File: src/rtl/vga_cfg_pkg.sv
// vga_cfg_pkg: register offsets, timing-word field layout and pack/unpack helpers.
// Used by the VGA config slave. The timing word is 64 bits wide, and bit 63 is reserved.
package vga_cfg_pkg;
  localparam int TIMING_W = 64;
  localparam int CTRL_OFF = 'h00;
  localparam int STATUS_OFF = 'h04;
  localparam int BASE_OFF = 'h08;
  localparam int TOP_OFF = 'h0C;
  localparam int PRESET_OFF = 'h10;
  localparam int HSYNC_END_LSB = 0, HSYNC_END_MSB = 10;
  localparam int HPULSE_END_LSB = 11, HPULSE_END_MSB = 18;
  localparam int HDATA_BEGIN_LSB = 19, HDATA_BEGIN_MSB = 26;
  localparam int HDATA_END_LSB = 27, HDATA_END_MSB = 36;
  localparam int VSYNC_END_LSB = 37, VSYNC_END_MSB = 45;
  localparam int VPULSE_END_LSB = 46, VPULSE_END_MSB = 48;
  localparam int VDATA_BEGIN_LSB = 49, VDATA_BEGIN_MSB = 53;
  localparam int VDATA_END_LSB = 54, VDATA_END_MSB = 62;
  typedef struct packed {
    logic [8:0] vdata_end;
    logic [4:0] vdata_begin;
    logic [2:0] vpulse_end;
    logic [8:0] vsync_end;
    logic [9:0] hdata_end;
    logic [7:0] hdata_begin;
    logic [7:0] hpulse_end;
    logic [10:0] hsync_end;
  } timing_t;
  function automatic logic [TIMING_W-1:0] timing_pack(timing_t t);
    logic [TIMING_W-1:0] w;
    w = '0;
    w[HSYNC_END_MSB:HSYNC_END_LSB] = t.hsync_end;
    w[HPULSE_END_MSB:HPULSE_END_LSB] = t.hpulse_end;
    w[HDATA_BEGIN_MSB:HDATA_BEGIN_LSB] = t.hdata_begin;
    w[HDATA_END_MSB:HDATA_END_LSB] = t.hdata_end;
    w[VSYNC_END_MSB:VSYNC_END_LSB] = t.vsync_end;
    w[VPULSE_END_MSB:VPULSE_END_LSB] = t.vpulse_end;
    w[VDATA_BEGIN_MSB:VDATA_BEGIN_LSB] = t.vdata_begin;
    w[VDATA_END_MSB:VDATA_END_LSB] = t.vdata_end;
    return w;
  endfunction
  function automatic timing_t timing_unpack(logic [TIMING_W-2:0] w);
    timing_t t;
    t.hsync_end = w[HSYNC_END_MSB:HSYNC_END_LSB];
    t.hpulse_end = w[HPULSE_END_MSB:HPULSE_END_LSB];
    t.hdata_begin = w[HDATA_BEGIN_MSB:HDATA_BEGIN_LSB];
    t.hdata_end = w[HDATA_END_MSB:HDATA_END_LSB];
    t.vsync_end = w[VSYNC_END_MSB:VSYNC_END_LSB];
    t.vpulse_end = w[VPULSE_END_MSB:VPULSE_END_LSB];
    t.vdata_begin = w[VDATA_BEGIN_MSB:VDATA_BEGIN_LSB];
    t.vdata_end = w[VDATA_END_MSB:VDATA_END_LSB];
    return t;
  endfunction
endpackage

File: src/rtl/vga_cfg_regs_if.sv
// vga_cfg_regs_if: APB3 bus bundle used by the VGA config slave.
// The master drives paddr, pwdata, psel, penable and pwrite. The slave drives pready, prdata and pslverr.
interface vga_cfg_regs_if #(parameter int ADDR_WIDTH = 12, parameter int DATA_WIDTH = 32);
  logic [ADDR_WIDTH-1:0] paddr;
  logic [DATA_WIDTH-1:0] pwdata;
  logic psel;
  logic penable;
  logic pwrite;
  logic pready;
  logic [DATA_WIDTH-1:0] prdata;
  logic pslverr;
  modport master (output paddr, pwdata, psel, penable, pwrite, input pready, prdata, pslverr);
  modport slave (input paddr, pwdata, psel, penable, pwrite, output pready, prdata, pslverr);
endinterface

File: src/rtl/apb_wait_slave.sv
// apb_wait_slave: APB handshake with one wait state.
// Inputs are clk, resetn, the APB control signals, err_i (decode error) and rdata_i (read mux).
// Outputs are the registered pready/pslverr/prdata and the single-cycle wr_en_o/rd_en_o strobes.
module apb_wait_slave (
  input  logic        clk,
  input  logic        resetn,
  input  logic        psel_i,
  input  logic        penable_i,
  input  logic        pwrite_i,
  input  logic        err_i,
  input  logic [31:0] rdata_i,
  output logic        pready_o,
  output logic        pslverr_o,
  output logic [31:0] prdata_o,
  output logic        wr_en_o,
  output logic        rd_en_o
);
  logic req, pready_d, pready_q, pslverr_d, pslverr_q;
  logic [31:0] prdata_d, prdata_q;
  always_comb begin
    req = psel_i & penable_i & ~pready_q;
    wr_en_o = req & pwrite_i & ~err_i;
    rd_en_o = req & ~pwrite_i;
    pready_d = req;
    pslverr_d = req & err_i;
    prdata_d = req ? (err_i ? '0 : rdata_i) : prdata_q;
  end
  always_ff @(posedge clk) begin
    if (!resetn) begin
      pready_q <= 1'b0;
      pslverr_q <= 1'b0;
      prdata_q <= '0;
    end else begin
      pready_q <= pready_d;
      pslverr_q <= pslverr_d;
      prdata_q <= prdata_d;
    end
  end
  assign pready_o = pready_q;
  assign pslverr_o = pslverr_q;
  assign prdata_o = prdata_q;
endmodule

File: src/rtl/vga_cfg_regs.sv
// vga_cfg_regs: APB3 config slave holding the timing presets and the staged framebuffer window for the VGA subsystem.
// Ports: clk and resetn (synchronous, active-low); apb (slave modport); frame_start_i (frame pulse).
// Outputs: the active enable, the horizontal and vertical timing fields, base/top, and commit_o (pulses when the active set loads).
module vga_cfg_regs import vga_cfg_pkg::*; #(
  parameter int ADDR_WIDTH = 12,
  parameter int DATA_WIDTH = 32,
  parameter int NUM_PRESETS = 4,
  parameter int FB_ADDR_WIDTH = 32
) (
  input  logic                     clk,
  input  logic                     resetn,
  vga_cfg_regs_if.slave            apb,
  input  logic                     frame_start_i,
  output logic                     vga_en_o,
  output logic [10:0]              hsync_end_o,
  output logic [7:0]               hpulse_end_o,
  output logic [7:0]               hdata_begin_o,
  output logic [9:0]               hdata_end_o,
  output logic [8:0]               vsync_end_o,
  output logic [2:0]               vpulse_end_o,
  output logic [4:0]               vdata_begin_o,
  output logic [8:0]               vdata_end_o,
  output logic [FB_ADDR_WIDTH-1:0] base_addr_o,
  output logic [FB_ADDR_WIDTH-1:0] top_addr_o,
  output logic                     commit_o
);
  localparam int IW = $clog2(NUM_PRESETS);
  logic enable_d, enable_q, pending_d, pending_q, act_en_d, act_en_q, commit_d, commit_q;
  logic [3:0] sel_d, sel_q;
  logic [15:0] frame_cnt_d, frame_cnt_q;
  logic [FB_ADDR_WIDTH-1:0] base_d, base_q, top_d, top_q, act_base_d, act_base_q, act_top_d, act_top_q;
  timing_t preset_d [NUM_PRESETS];
  timing_t preset_q [NUM_PRESETS];
  timing_t act_timing_d, act_timing_q;
  logic [ADDR_WIDTH-1:0] pidx;
  logic [IW-1:0] pi;
  logic is_ctrl, is_status, is_base, is_top, is_preset, hi, err, load, wr_en, rd_en;
  logic [TIMING_W-1:0] rd_word, wr_word;
  logic [DATA_WIDTH-1:0] rdata;
  apb_wait_slave u_apb (
    .clk(clk), .resetn(resetn), .psel_i(apb.psel), .penable_i(apb.penable), .pwrite_i(apb.pwrite),
    .err_i(err), .rdata_i(rdata), .pready_o(apb.pready), .pslverr_o(apb.pslverr), .prdata_o(apb.prdata),
    .wr_en_o(wr_en), .rd_en_o(rd_en)
  );
  always_comb begin
    pidx = (apb.paddr - ADDR_WIDTH'(PRESET_OFF)) >> 3;
    pi = pidx[IW-1:0];
    hi = apb.paddr[2];
    is_ctrl = apb.paddr == ADDR_WIDTH'(CTRL_OFF);
    is_status = apb.paddr == ADDR_WIDTH'(STATUS_OFF);
    is_base = apb.paddr == ADDR_WIDTH'(BASE_OFF);
    is_top = apb.paddr == ADDR_WIDTH'(TOP_OFF);
    is_preset = apb.paddr >= ADDR_WIDTH'(PRESET_OFF) && pidx < ADDR_WIDTH'(NUM_PRESETS);
    err = apb.paddr[1:0] != 2'b00 || !(is_ctrl || is_status || is_base || is_top || is_preset) ||
          (apb.pwrite && (is_status || (is_ctrl && 5'(apb.pwdata[7:4]) >= 5'(NUM_PRESETS))));
    rd_word = timing_pack(preset_q[pi]);
    wr_word = hi ? {apb.pwdata, rd_word[31:0]} : {rd_word[63:32], apb.pwdata};
    rdata = !rd_en ? '0 : is_ctrl ? {23'b0, 1'b0, sel_q, 3'b0, enable_q} :
            is_status ? {frame_cnt_q, 15'b0, pending_q} : is_base ? 32'(base_q) :
            is_top ? 32'(top_q) : hi ? rd_word[63:32] : rd_word[31:0];
    // A commit raised in this cycle is not yet in pending_q, so it waits for the next frame_start_i.
    load = pending_q & (frame_start_i | ~act_en_q);
    commit_d = load;
    pending_d = pending_q & ~load;
    frame_cnt_d = frame_cnt_q + 16'(frame_start_i);
    enable_d = enable_q;
    sel_d = sel_q;
    base_d = base_q;
    top_d = top_q;
    preset_d = preset_q;
    act_en_d = load ? enable_q : act_en_q;
    act_timing_d = load ? preset_q[sel_q[IW-1:0]] : act_timing_q;
    act_base_d = load ? base_q : act_base_q;
    act_top_d = load ? top_q : act_top_q;
    if (wr_en && is_ctrl) begin
      enable_d = apb.pwdata[0];
      sel_d = apb.pwdata[7:4];
      pending_d = pending_d | apb.pwdata[8];
      // Disabling takes effect at once and does not wait for a frame boundary.
      if (!apb.pwdata[0]) act_en_d = 1'b0;
    end
    if (wr_en && is_base) base_d = apb.pwdata[FB_ADDR_WIDTH-1:0];
    if (wr_en && is_top) top_d = apb.pwdata[FB_ADDR_WIDTH-1:0];
    if (wr_en && is_preset) preset_d[pi] = timing_unpack(wr_word[TIMING_W-2:0]);
  end
  always_ff @(posedge clk) begin
    if (!resetn) begin
      enable_q <= 1'b0;
      sel_q <= '0;
      pending_q <= 1'b0;
      base_q <= '0;
      top_q <= '0;
      preset_q <= '{default: '0};
      act_en_q <= 1'b0;
      act_timing_q <= '0;
      act_base_q <= '0;
      act_top_q <= '0;
      commit_q <= 1'b0;
      frame_cnt_q <= '0;
    end else begin
      enable_q <= enable_d;
      sel_q <= sel_d;
      pending_q <= pending_d;
      base_q <= base_d;
      top_q <= top_d;
      preset_q <= preset_d;
      act_en_q <= act_en_d;
      act_timing_q <= act_timing_d;
      act_base_q <= act_base_d;
      act_top_q <= act_top_d;
      commit_q <= commit_d;
      frame_cnt_q <= frame_cnt_d;
    end
  end
  assign vga_en_o = act_en_q;
  assign hsync_end_o = act_timing_q.hsync_end;
  assign hpulse_end_o = act_timing_q.hpulse_end;
  assign hdata_begin_o = act_timing_q.hdata_begin;
  assign hdata_end_o = act_timing_q.hdata_end;
  assign vsync_end_o = act_timing_q.vsync_end;
  assign vpulse_end_o = act_timing_q.vpulse_end;
  assign vdata_begin_o = act_timing_q.vdata_begin;
  assign vdata_end_o = act_timing_q.vdata_end;
  assign base_addr_o = act_base_q;
  assign top_addr_o = act_top_q;
  assign commit_o = commit_q;
endmodule

File: src/flat_wrapper.sv
// flat-port wrapper written by rule: the top's interface ports become plain ports
module vga_cfg_regs_flat import vga_cfg_pkg::*;
#(
  parameter int ADDR_WIDTH = 12,
  parameter int DATA_WIDTH = 32,
  parameter int NUM_PRESETS = 4,
  parameter int FB_ADDR_WIDTH = 32
)
  (clk, resetn, frame_start_i, vga_en_o, hsync_end_o, hpulse_end_o, hdata_begin_o, hdata_end_o, vsync_end_o, vpulse_end_o, vdata_begin_o, vdata_end_o, base_addr_o, top_addr_o, commit_o, apb_paddr, apb_pwdata, apb_psel, apb_penable, apb_pwrite, apb_pready, apb_prdata, apb_pslverr);
  vga_cfg_regs_if #(.ADDR_WIDTH(ADDR_WIDTH), .DATA_WIDTH(DATA_WIDTH)) apb_i ();
  input  logic clk;
  input  logic resetn;
  input  logic frame_start_i;
  output logic vga_en_o;
  output logic [10:0] hsync_end_o;
  output logic [7:0] hpulse_end_o;
  output logic [7:0] hdata_begin_o;
  output logic [9:0] hdata_end_o;
  output logic [8:0] vsync_end_o;
  output logic [2:0] vpulse_end_o;
  output logic [4:0] vdata_begin_o;
  output logic [8:0] vdata_end_o;
  output logic [FB_ADDR_WIDTH-1:0] base_addr_o;
  output logic [FB_ADDR_WIDTH-1:0] top_addr_o;
  output logic commit_o;
  input wire logic [$bits(apb_i.paddr)-1:0] apb_paddr;
  input wire logic [$bits(apb_i.pwdata)-1:0] apb_pwdata;
  input wire logic [$bits(apb_i.psel)-1:0] apb_psel;
  input wire logic [$bits(apb_i.penable)-1:0] apb_penable;
  input wire logic [$bits(apb_i.pwrite)-1:0] apb_pwrite;
  output wire logic [$bits(apb_i.pready)-1:0] apb_pready;
  output wire logic [$bits(apb_i.prdata)-1:0] apb_prdata;
  output wire logic [$bits(apb_i.pslverr)-1:0] apb_pslverr;
  assign apb_i.paddr = apb_paddr;
  assign apb_i.pwdata = apb_pwdata;
  assign apb_i.psel = apb_psel;
  assign apb_i.penable = apb_penable;
  assign apb_i.pwrite = apb_pwrite;
  assign apb_pready = apb_i.pready;
  assign apb_prdata = apb_i.prdata;
  assign apb_pslverr = apb_i.pslverr;
  vga_cfg_regs #(.ADDR_WIDTH(ADDR_WIDTH), .DATA_WIDTH(DATA_WIDTH), .NUM_PRESETS(NUM_PRESETS), .FB_ADDR_WIDTH(FB_ADDR_WIDTH)) u_core (.clk(clk), .resetn(resetn), .apb(apb_i), .frame_start_i(frame_start_i), .vga_en_o(vga_en_o), .hsync_end_o(hsync_end_o), .hpulse_end_o(hpulse_end_o), .hdata_begin_o(hdata_begin_o), .hdata_end_o(hdata_end_o), .vsync_end_o(vsync_end_o), .vpulse_end_o(vpulse_end_o), .vdata_begin_o(vdata_begin_o), .vdata_end_o(vdata_end_o), .base_addr_o(base_addr_o), .top_addr_o(top_addr_o), .commit_o(commit_o));
endmodule
File: config.mk
export PLATFORM = sky130hd
export DESIGN_NAME = vga_cfg_regs_flat
export DESIGN_NICKNAME = d
export VERILOG_FILES = /design/src/rtl/vga_cfg_pkg.sv /design/src/rtl/vga_cfg_regs_if.sv /design/src/rtl/apb_wait_slave.sv /design/src/rtl/vga_cfg_regs.sv /design/src/flat_wrapper.sv
export SDC_FILE = /design/constraint.sdc
export NUM_CORES = 1
export LEC_CHECK = 0
export CAP_MARGIN = 20
export CORE_UTILIZATION = 45
export DETAILED_ROUTE_END_ITERATION = 8
export PLACE_DENSITY_LB_ADDON = 0.08
export SYNTH_ARGS = -nofsm -noshare
export SYNTH_HDL_FRONTEND = slang
export SYNTH_HIERARCHICAL = 1
export SYNTH_SLANG_ARGS = --single-unit
File: constraint.sdc
create_clock -name clk -period 4.4 [get_ports clk]
set_input_delay 0.88 -clock clk [delete_from_list [all_inputs] [get_ports clk]]
set_output_delay 0.88 -clock clk [all_outputs]
set_load 0.02 [all_outputs]
Yosys cells after proc, flatten, opt, wreduce, memory -nomap -nowiden:

Index checks and enable logic that the tools add are counted.
Widths: inputs -> output; s select.

* bits in registers: 501
* output and inout port bits: 163
* logic and storage cells: 120

* add/subtract/negate cells: 2
* magnitude comparators: 6
* equality and inequality tests: 3
* multiplexer cells: 21
* bitwise gates (word level): 17
* reduce and logical (&&, ||, !) cells: 18

Operators with widths (count)
* $mux 63: 6
* $bmux 63 s2: 2
* $bwmux 252: 1
* $mux 32: 7
* $demux 63 s2: 1
* $eq 12x4->1 const B: 2
* $add 16x1->16: 1
* $eq 12x3->1 const B: 1
* $ge 12x5->1 const B: 1
* $logic_not 12->1: 1
* $sub 12x5->12 const B: 1
* $lt 9x3->1 const B: 1
* $and 1x1->1: 8
* $logic_and 1x1->1: 8
* $logic_or 1x1->1: 7
* $ge 3x3->1 const B: 2
* $not 2->3: 2
* $not 1->1: 5
* $ge 4x3->1 const B: 1
* $mux 1: 4
* $lt 3x1->1 const B: 1
* $or 1x1->1: 2
* $reduce_bool 2->1: 1
* $logic_not 1->1: 1

Longest topological paths before layout:

Gate-level depths: netlist (run 1).

* depth in word-level cells: 12
* depth in mapped cells: 17

By module:

Netlist (run 1), hierarchy kept.

Modules (own cells, without submodules)
* vga_cfg_regs: instances 1, cells an instance 2330, area an instance 22201.3 µm², seq. area each 9349.0 µm²
* apb_wait_slave: instances 1, cells an instance 149, area an instance 1515.2 µm², seq. area each 680.7 µm²

Worst setup path before layout (run 1):

No wires, ideal clock.

* path type: input -> register
* start: in apb_paddr[4]
* end: reg u_core/preset_q[126] (netlist name)
* setup time: 0.126 ns
* arrival: 4.314 ns
* setup slack: -0.040 ns
* cell stages on the path: 15
* cells stage by stage: buf_2 buf_2 buf_2 inv_1 ha_1 o41ai_1 a22oi_1 or3_1 clkbuf_1 and3b_1 nand2_1 or4_1 buf_2 buf_2 mux2i_1

* longest elaborated chain between the ends: 11
* elaborated cells on any way between the ends: 32
* those cells by class: add/sub: 1; order compare: 4; eq/ne: 3; mux: 7; bitwise: 3; reduce/logical: 14

Ends and longest elaborated chain
* start: declaration: line flat_wrapper.sv:26 `input wire logic [$bits(apb_i.paddr)-1:0] apb_paddr;`
* branches (longest 7 deep; another with $sub 12x5->12)
* $logic_or 1x1->1 (*): line vga_cfg_regs.sv:54 `err = apb.paddr[1:0] != 2'b00 || !(is_ctrl || is_status || is_base || is_top || is_preset) ||`
* via u_core.err: line vga_cfg_regs.sv:37 `logic is_ctrl, is_status, is_base, is_top, is_preset, hi, err, load, wr_en, rd_en;`
* $not 1->1 (*): line apb_wait_slave.sv:22 `wr_en_o = req & pwrite_i & ~err_i;`
* $and 1x1->1 (*): line apb_wait_slave.sv:22
* via u_core.wr_en: line vga_cfg_regs.sv:37
* $logic_and 1x1->1 (*): line vga_cfg_regs.sv:84 `if (wr_en && is_preset) preset_d[pi] = timing_unpack(wr_word[TIMING_W-2:0]);`
* end signal: assignment: line vga_cfg_regs.sv:106 `preset_q <= preset_d;`
* end: declaration: line vga_cfg_regs.sv:33 `timing_t preset_q [NUM_PRESETS];`

Mark *: on every way through the listed nets, which the timed path passes. The select of a mux whose other input is x is not followed.
A chain may end at the register's enable or synchronous reset.

Final worst setup path (run 1):

* start: in apb_pwdata[6]
* end: reg u_core/preset_q[175] (netlist name)

* longest elaborated chain between the ends: 8

Ends and longest elaborated chain
* start: declaration: line flat_wrapper.sv:27 `input wire logic [$bits(apb_i.pwdata)-1:0] apb_pwdata;`
* $ge 4x3->1: line vga_cfg_regs.sv:55 `(apb.pwrite && (is_status || (is_ctrl && 5'(apb.pwdata[7:4]) >= 5'(NUM_PRESETS))));`
* $logic_and 1x1->1: line vga_cfg_regs.sv:55
* $logic_or 1x1->1: line vga_cfg_regs.sv:55
* $logic_and 1x1->1: line vga_cfg_regs.sv:55
* $logic_or 1x1->1: line vga_cfg_regs.sv:54
* via u_core.err: line vga_cfg_regs.sv:37
* $not 1->1: line apb_wait_slave.sv:22
* $and 1x1->1: line apb_wait_slave.sv:22
* via u_core.wr_en: line vga_cfg_regs.sv:37
* $logic_and 1x1->1: line vga_cfg_regs.sv:84

The timed path passes the listed nets, and every way through them passes these cells.

==> results of run 1 <==
## sequential cells by signal, indices dropped and copies added (netlist names), 9 cells and up
signal	flops
u_core/base_addr_o	32
u_core/base_q	32
u_core/frame_cnt_q	16
u_core/hdata_end_o	10
u_core/hsync_end_o	11
u_core/preset_q	252
u_core/top_addr_o	32
u_core/top_q	32
u_core/u_apb/prdata_o	32
u_core/vdata_end_o	9
u_core/vsync_end_o	9
## stage by stage
stage                     hold slack [ns]  util (%)
after floorplan                     0.432         -
after global placement              0.443      51.1
after detailed placement            0.447      51.1
after CTS                           0.455      54.8
after global routing                0.465      54.8
final                               0.454      54.8
## per-layer routing
metal | vias up | routed length [µm]
li1 | 8889 | -
met1 | 9395 | 31400
met2 | 572 | 36300
met3 | 129 | 3650
met4 | 0 | 2990
met5 | - | 0
## how the worst min path moves through the flow
stage,from,endpoint,slack [ns],cells after the start
2_1_floorplan,u_core/sel_q[2],u_core/sel_q[2],0.43,2
3_3_place_gp,u_core/sel_q[3],u_core/sel_q[3],0.44,2
3_5_place_dp,u_core/u_apb/prdata_o[5],u_core/u_apb/prdata_o[5],0.45,2
4_1_cts,u_core/top_addr_o[9],u_core/top_addr_o[9],0.45,2
5_1_grt,u_core/base_addr_o[24],u_core/base_addr_o[24],0.47,2
6_report,u_core/vdata_end_o[5],u_core/vdata_end_o[5],0.45,2
## worst max-delay path: stages
cell and delay, ns:
clkdlybuf4s50_1 0.63, o311ai_0 0.67, a22oi_1 0.11, or3_1 0.37, and3b_1 0.31, nand2_1 0.12, or4_4 0.51, buf_12 0.29
mux2i_1 0.19
## cell families (layout without fill, tap and decap cells)
logic type	after synthesis	after routing
AOI/OAI and AO/OA	295	295
xor gates and xnor gates	10	10
adders and majority gates	3	3
buffers and inverters	223	377
DFF	501	501
muxes	502	502
and+or+nand+nor	945	945
## layout make-up
type / count / area [µm²]
fill: 4664 / 23400
multi-input combinational: 1755 / 12800
sequential: 501 / 10000
timing repair buffer: 268 / 2730
clock buffer: 78 / 1590
tap: 680 / 851
clock inverter: 22 / 335
inverter: 9 / 38.8
## cell usage in the layout, fill, tap and decap left out, types with 8 or more instances in the layout
master | Yosys | layout
a211oi_1 | 8 | 8
buf_12 | 3 | 15
clkbuf_16 | 0 | 56
clkbuf_8 | 0 | 11
mux2i_1 | 296 | 296
clkbuf_1 | 146 | 11
mux2_2 | 69 | 69
o31a_1 | 14 | 14
mux4_2 | 131 | 131
nand2_1 | 780 | 779
a21o_1 | 8 | 8
nor3_1 | 10 | 9
and2_1 | 16 | 15
clkinv_2 | 0 | 9
nor2_1 | 28 | 28
nand3b_1 | 34 | 34
buf_4 | 2 | 44
nor4_1 | 9 | 8
nand2b_1 | 16 | 16
a21oi_1 | 203 | 203
o21ai_0 | 11 | 11
dfxtp_1 | 501 | 499
clkdlybuf4s50_1 | 0 | 208
bufinv_16 | 0 | 8
## power by group through the flow
stage,logic [mW],clock network (mW),registers [mW]
CTS,0.459,5.01,4.54
detailed placement,0.456,0,4.64
finish,0.459,4.92,4.54
floorplan,0.286,0,4.64
global placement,0.452,0,4.64
global route,0.487,5.20,4.54
==> out/qor.yml, run 1 <==
outcome: "completed"
p_leak_nw: 10.5
drt_iter0_drc: 1548
synth_cells: 2479
syn_area_um2: 23700
r2r_start: "u_core/sel_q[1]"
arrival_ns: 4.17
p_total_mw: 9.92
synth_compound_area_share_pct: 7.37
synth_adder_area_share_pct: 0.158
final_max_slew_viol_count: 0
clk_pin_slew_ns: 0.06
netSwitchingPower_mw: 2.24
cp_max_fo: 63
grt_pass1_vias: 18800
yosys-mux-area-fraction_pct: 28.9
synth-simple-area-share_pct: 16.8
dpl.hpwl_um: 49400
met2_usage_pct: 46.2
p_sw_share_pct: 22.6
rr_endpoint: "u_core/hdata_begin_o[7]"
gp_congestion: 0.899
grt_first_pass_wirelength_um: 113000
reg2regPathDepth: 4
ant_nets: 0
grt.total_usage_pct: 27.5
fin_worst_skew_ns: 0.0122
fmax_mhz: 270
drive_gt1_share_pct: 14.1
p_clk_share_pct: 49.6
yosys.cell_types.count: 56
drc: 0
die_h_um: 232
grt_antenna_before_repair: 0
ys_top_cells_by_count: "nand2_1, dfxtp_1, mux2i_1"
pwr-share-comb_pct: 4.6
syn_nets: 2532
final_nets: 2643
placed_cells: 3213
cts_tree: "done"
place_ws_ns: 0.171
port_buffers: 212
cts_buffers: 55
clk_path_buf_depth: 3
hold_viol_final: 0
synth_warnings: 6
finalCritPeriodShare_pct: 84.1
endpoint: "u_core/preset_q[175]"
fin_ws_ns: 0.700
gr-total-overflow: 0
synth_area_leaders: "dfxtp_1, mux2i_1, mux4_2, nand2_1, a21oi_1"
required_ns: 4.87
setup_tns_ns: 0
wl_per_cell_um: 22.5
grt_use_met3_pct: 3.81
yosys.area_share.xor_xnor_pct: 0.369
ios: 213
synth_edf_count: 0
busiest_layer: "met2"
synthArstFlopShare_pct: 0
end_kind: "flop"
seq_power_share_pct: 45.8
coreArea_um2: 51700
syn_to_final_growth_pct: 19.5
diodes: 0
critPathLaunchType: "input port"
worstMarginPinSlew_ns: 0.936
min_period_ns: 3.70
cts_resized: 0
fin_area_um2: 28300
p_int_mw: 7.68
dieArea_um2: 53600
finalNonFillerCells: 3313
routed_via_density: 5.73
hp-class: "flop to flop"
cts_max_level: 2
cts_setup_buffers: 0
use_met1_pct: 35.4
vdd_drop_max_uv: 300
crit_path_start: "apb_pwdata[6]"
powerDensity_nw_per_um2: 350
cap_violations: 0
synth_top_area_share_pct: 42.3
ys_ff_latch: 501
routed_wl_um: 74400
finalSetupViolCount: 0
drtPass1Iterations: 7
worstSkewPairLatency_ns: 0.61
yosysMostFrequentCell: "nand2_1"
cts_hold_buf: 0
grt_max_degree: 135
yosys.area.top_type: "dfxtp_1"
yosysSeqAreaShare_pct: 42.3
via_count: 19000
cts_num_sinks: 501
rrSetupSlack_ns: 1.98
rows: 83
postPlaceCellArea_um2: 26400
die_w_um: 232
synth_flop_cell: "dfxtp_1"
path_class: "input port to flop"
synth.avg_cell_area_um2: 9.57
start_util_pct: 45.9
cts-root-buf: "clkbuf_16"
maxSlewHeadroom_pct: 37.1
synth_top_family_by_area: "multiplexers"
grt_setup_unrepaired: "false"
Note: power is estimated with default switching activity, not from simulation.
==> run 2: changes to the inputs <==
- clock period: 4.4 -> 3 ns (I/O delays scaled with it)
==> out/qor.yml, run 2 (same netlist as run 1, synthesis figures left out) <==
fmax_mhz: 346
start_util_pct: 45.9  # unchanged
critPathLaunchType: "input port"  # unchanged
fin_ws_ns: 0.108  # was 0.700 ns
arrival_ns: 3.43  # was 4.17 ns
largest-register: "u_core/preset_q"  # unchanged
use_met1_pct: 35.7  # was 35.4%
syn_to_final_growth_pct: 22.9  # was 19.5%
hold_viol_final: 0  # unchanged
grt_use_met3_pct: 3.78  # was 3.81%
mostFrequentLayoutCells: "nand2_1, dfxtp_1, mux2i_1"  # unchanged
routed_wl_um: 76800  # was 74400 µm
layout_commonest_cell: "nand2_1"  # unchanged
coreArea_um2: 51700  # unchanged
grt_setup_unrepaired: "false"  # unchanged
via_count: 19500  # was 19000
routed_via_density: 5.75  # was 5.73
hp-class: "input port to flop"  # was flop to flop
cts_max_level: 2  # unchanged
final_nets: 2715  # was 2643
ant_nets: 0  # unchanged
end_kind: "flop"  # unchanged
die_h_um: 232  # unchanged
cap_violations: 0  # unchanged
clk_path_buf_depth: 3  # unchanged
worstSkewPairLatency_ns: 0.61  # about the same
rows: 83  # unchanged
grt_pass1_vias: 19500  # was 18800
grt_antenna_before_repair: 2  # was 0
ios: 213  # unchanged
final_max_slew_viol_count: 0  # unchanged
clk_pin_slew_ns: 0.06  # about the same
postPlaceCellArea_um2: 27100  # was 26400 µm²
drtPass1Iterations: 5  # was 7
grt.total_usage_pct: 28.4  # was 27.5%
finalSetupViolCount: 0  # unchanged
cts_buffers: 55  # unchanged
outcome: "completed"  # unchanged
diodes: 0  # unchanged
cts_hold_buf: 0  # unchanged
drive_gt1_share_pct: 16.7  # was 14.1%
drt_iter0_drc: 1588  # was 1548
min_period_ns: 2.89
cts-root-buf: "clkbuf_16"  # unchanged
place_ws_ns: -0.819  # was 0.171 ns
powerDensity_nw_per_um2: 497  # was 350 nW/µm²
path_class: "input port to flop"  # unchanged
vdd_drop_max_uv: 389  # was 300 µV
fin_hold_ws_ns: 0.441  # was 0.454 ns
grt_first_pass_wirelength_um: 117000  # was 113000 µm
cts_num_sinks: 501  # unchanged
worstMarginPinSlew_ns: 0.766  # was 0.936 ns
fin_worst_skew_ns: 0.0184  # was 0.0122 ns
dpl.hpwl_um: 52300  # was 49400 µm
regArea_um2: 10000  # unchanged
die_w_um: 232  # unchanged
grt_max_degree: 161  # was 135
cts_tree: "done"  # unchanged
wl_per_cell_um: 22.7  # was 22.5 µm
utilization_pct: 56.4  # was 54.8%
multi_input_area_um2: 12800  # about the same
largest_reg_flops: 252  # unchanged
gr-total-overflow: 0  # unchanged
maxSlewHeadroom_pct: 49.0  # was 37.1%
busiest_layer: "met2"  # unchanged
p_leak_nw: 11.0  # was 10.5 nW
fin_area_um2: 29100  # was 28300 µm²
dieArea_um2: 53600  # unchanged
num-fill-cells: 4602  # was 4664
gp_congestion: 0.884  # was 0.899
met2_usage_pct: 49.1  # was 46.2%
drc: 0  # unchanged
required_ns: 3.54  # was 4.87 ns
finalCritPeriodShare_pct: 96.4
cp_max_fo: 11  # was 63
port_buffers: 212  # unchanged
[run 2: metal layers]
metal  vias up  part of all wire [%]
li1       9044                     -
met1      9691                    41
met2       603                    50
met3       119                   5.2
met4         4                   4.0
met5         -                 0.044
[run 2: power breakdown]
| part | internal, mW | switching [mW] |
|---|---|---|
| Clock | 4.29 | 2.83 |
| Combinational | 0.261 | 0.459 |
| Sequential | 6.66 | 0.00285 |
[run 2: path summary, 6_finish.rpt]
kind	start	endpoint	slack [ns]	cells after the start
hold / removal	resetn	u_core/u_apb/prdata_o[31]	0.44	3
setup / recovery	apb_paddr[10]	u_core/preset_q[222]	0.11	10
setup reg to reg	u_core/u_apb/pready_o	u_core/u_apb/prdata_o[16]	0.75	8
hold reg to reg	u_core/hsync_end_o[1]	u_core/hsync_end_o[1]	0.45	2
[run 2: per-stage QoR]
step | instances | TNS (ns) | total power [mW]
3_3_place_gp | 3280 | -217.05 | 7.52
4_1_cts | 3384 | 0 | 14.6
6_report | 3385 | 0 | 14.5
5_1_grt | 3385 | 0 | 14.9
2_1_floorplan | 2479 | -128.10 | 7.24
3_5_place_dp | 3280 | -241.66 | 7.52
[run 2: what timing repair did]
item                                    CTS  global route
setup buffers                             2             1
pin swaps                                 0             2
gates resized for setup                   7             6
endpoints found under the setup margin  290           125
cloned                                    2             0
[run 2: layout make-up]
type,count,share of cell area [%]
multi-input combinational,1755,43.9
sequential,501,34.4
timing repair buffer,340,12.1
clock buffer,77,5.45
tap,680,2.92
clock inverter,23,1.07
inverter,9,0.142
[run 2: critical path, cell delays in order]
cell and delay, ns:
clkdlybuf4s50_1 0.42, or4_4 0.63, or3_4 0.36, and3b_2 0.29
nand2_1 0.08, buf_4 0.14, nor4_2 0.12, buf_4 0.25
bufbuf_16 0.34, mux2i_1 0.19
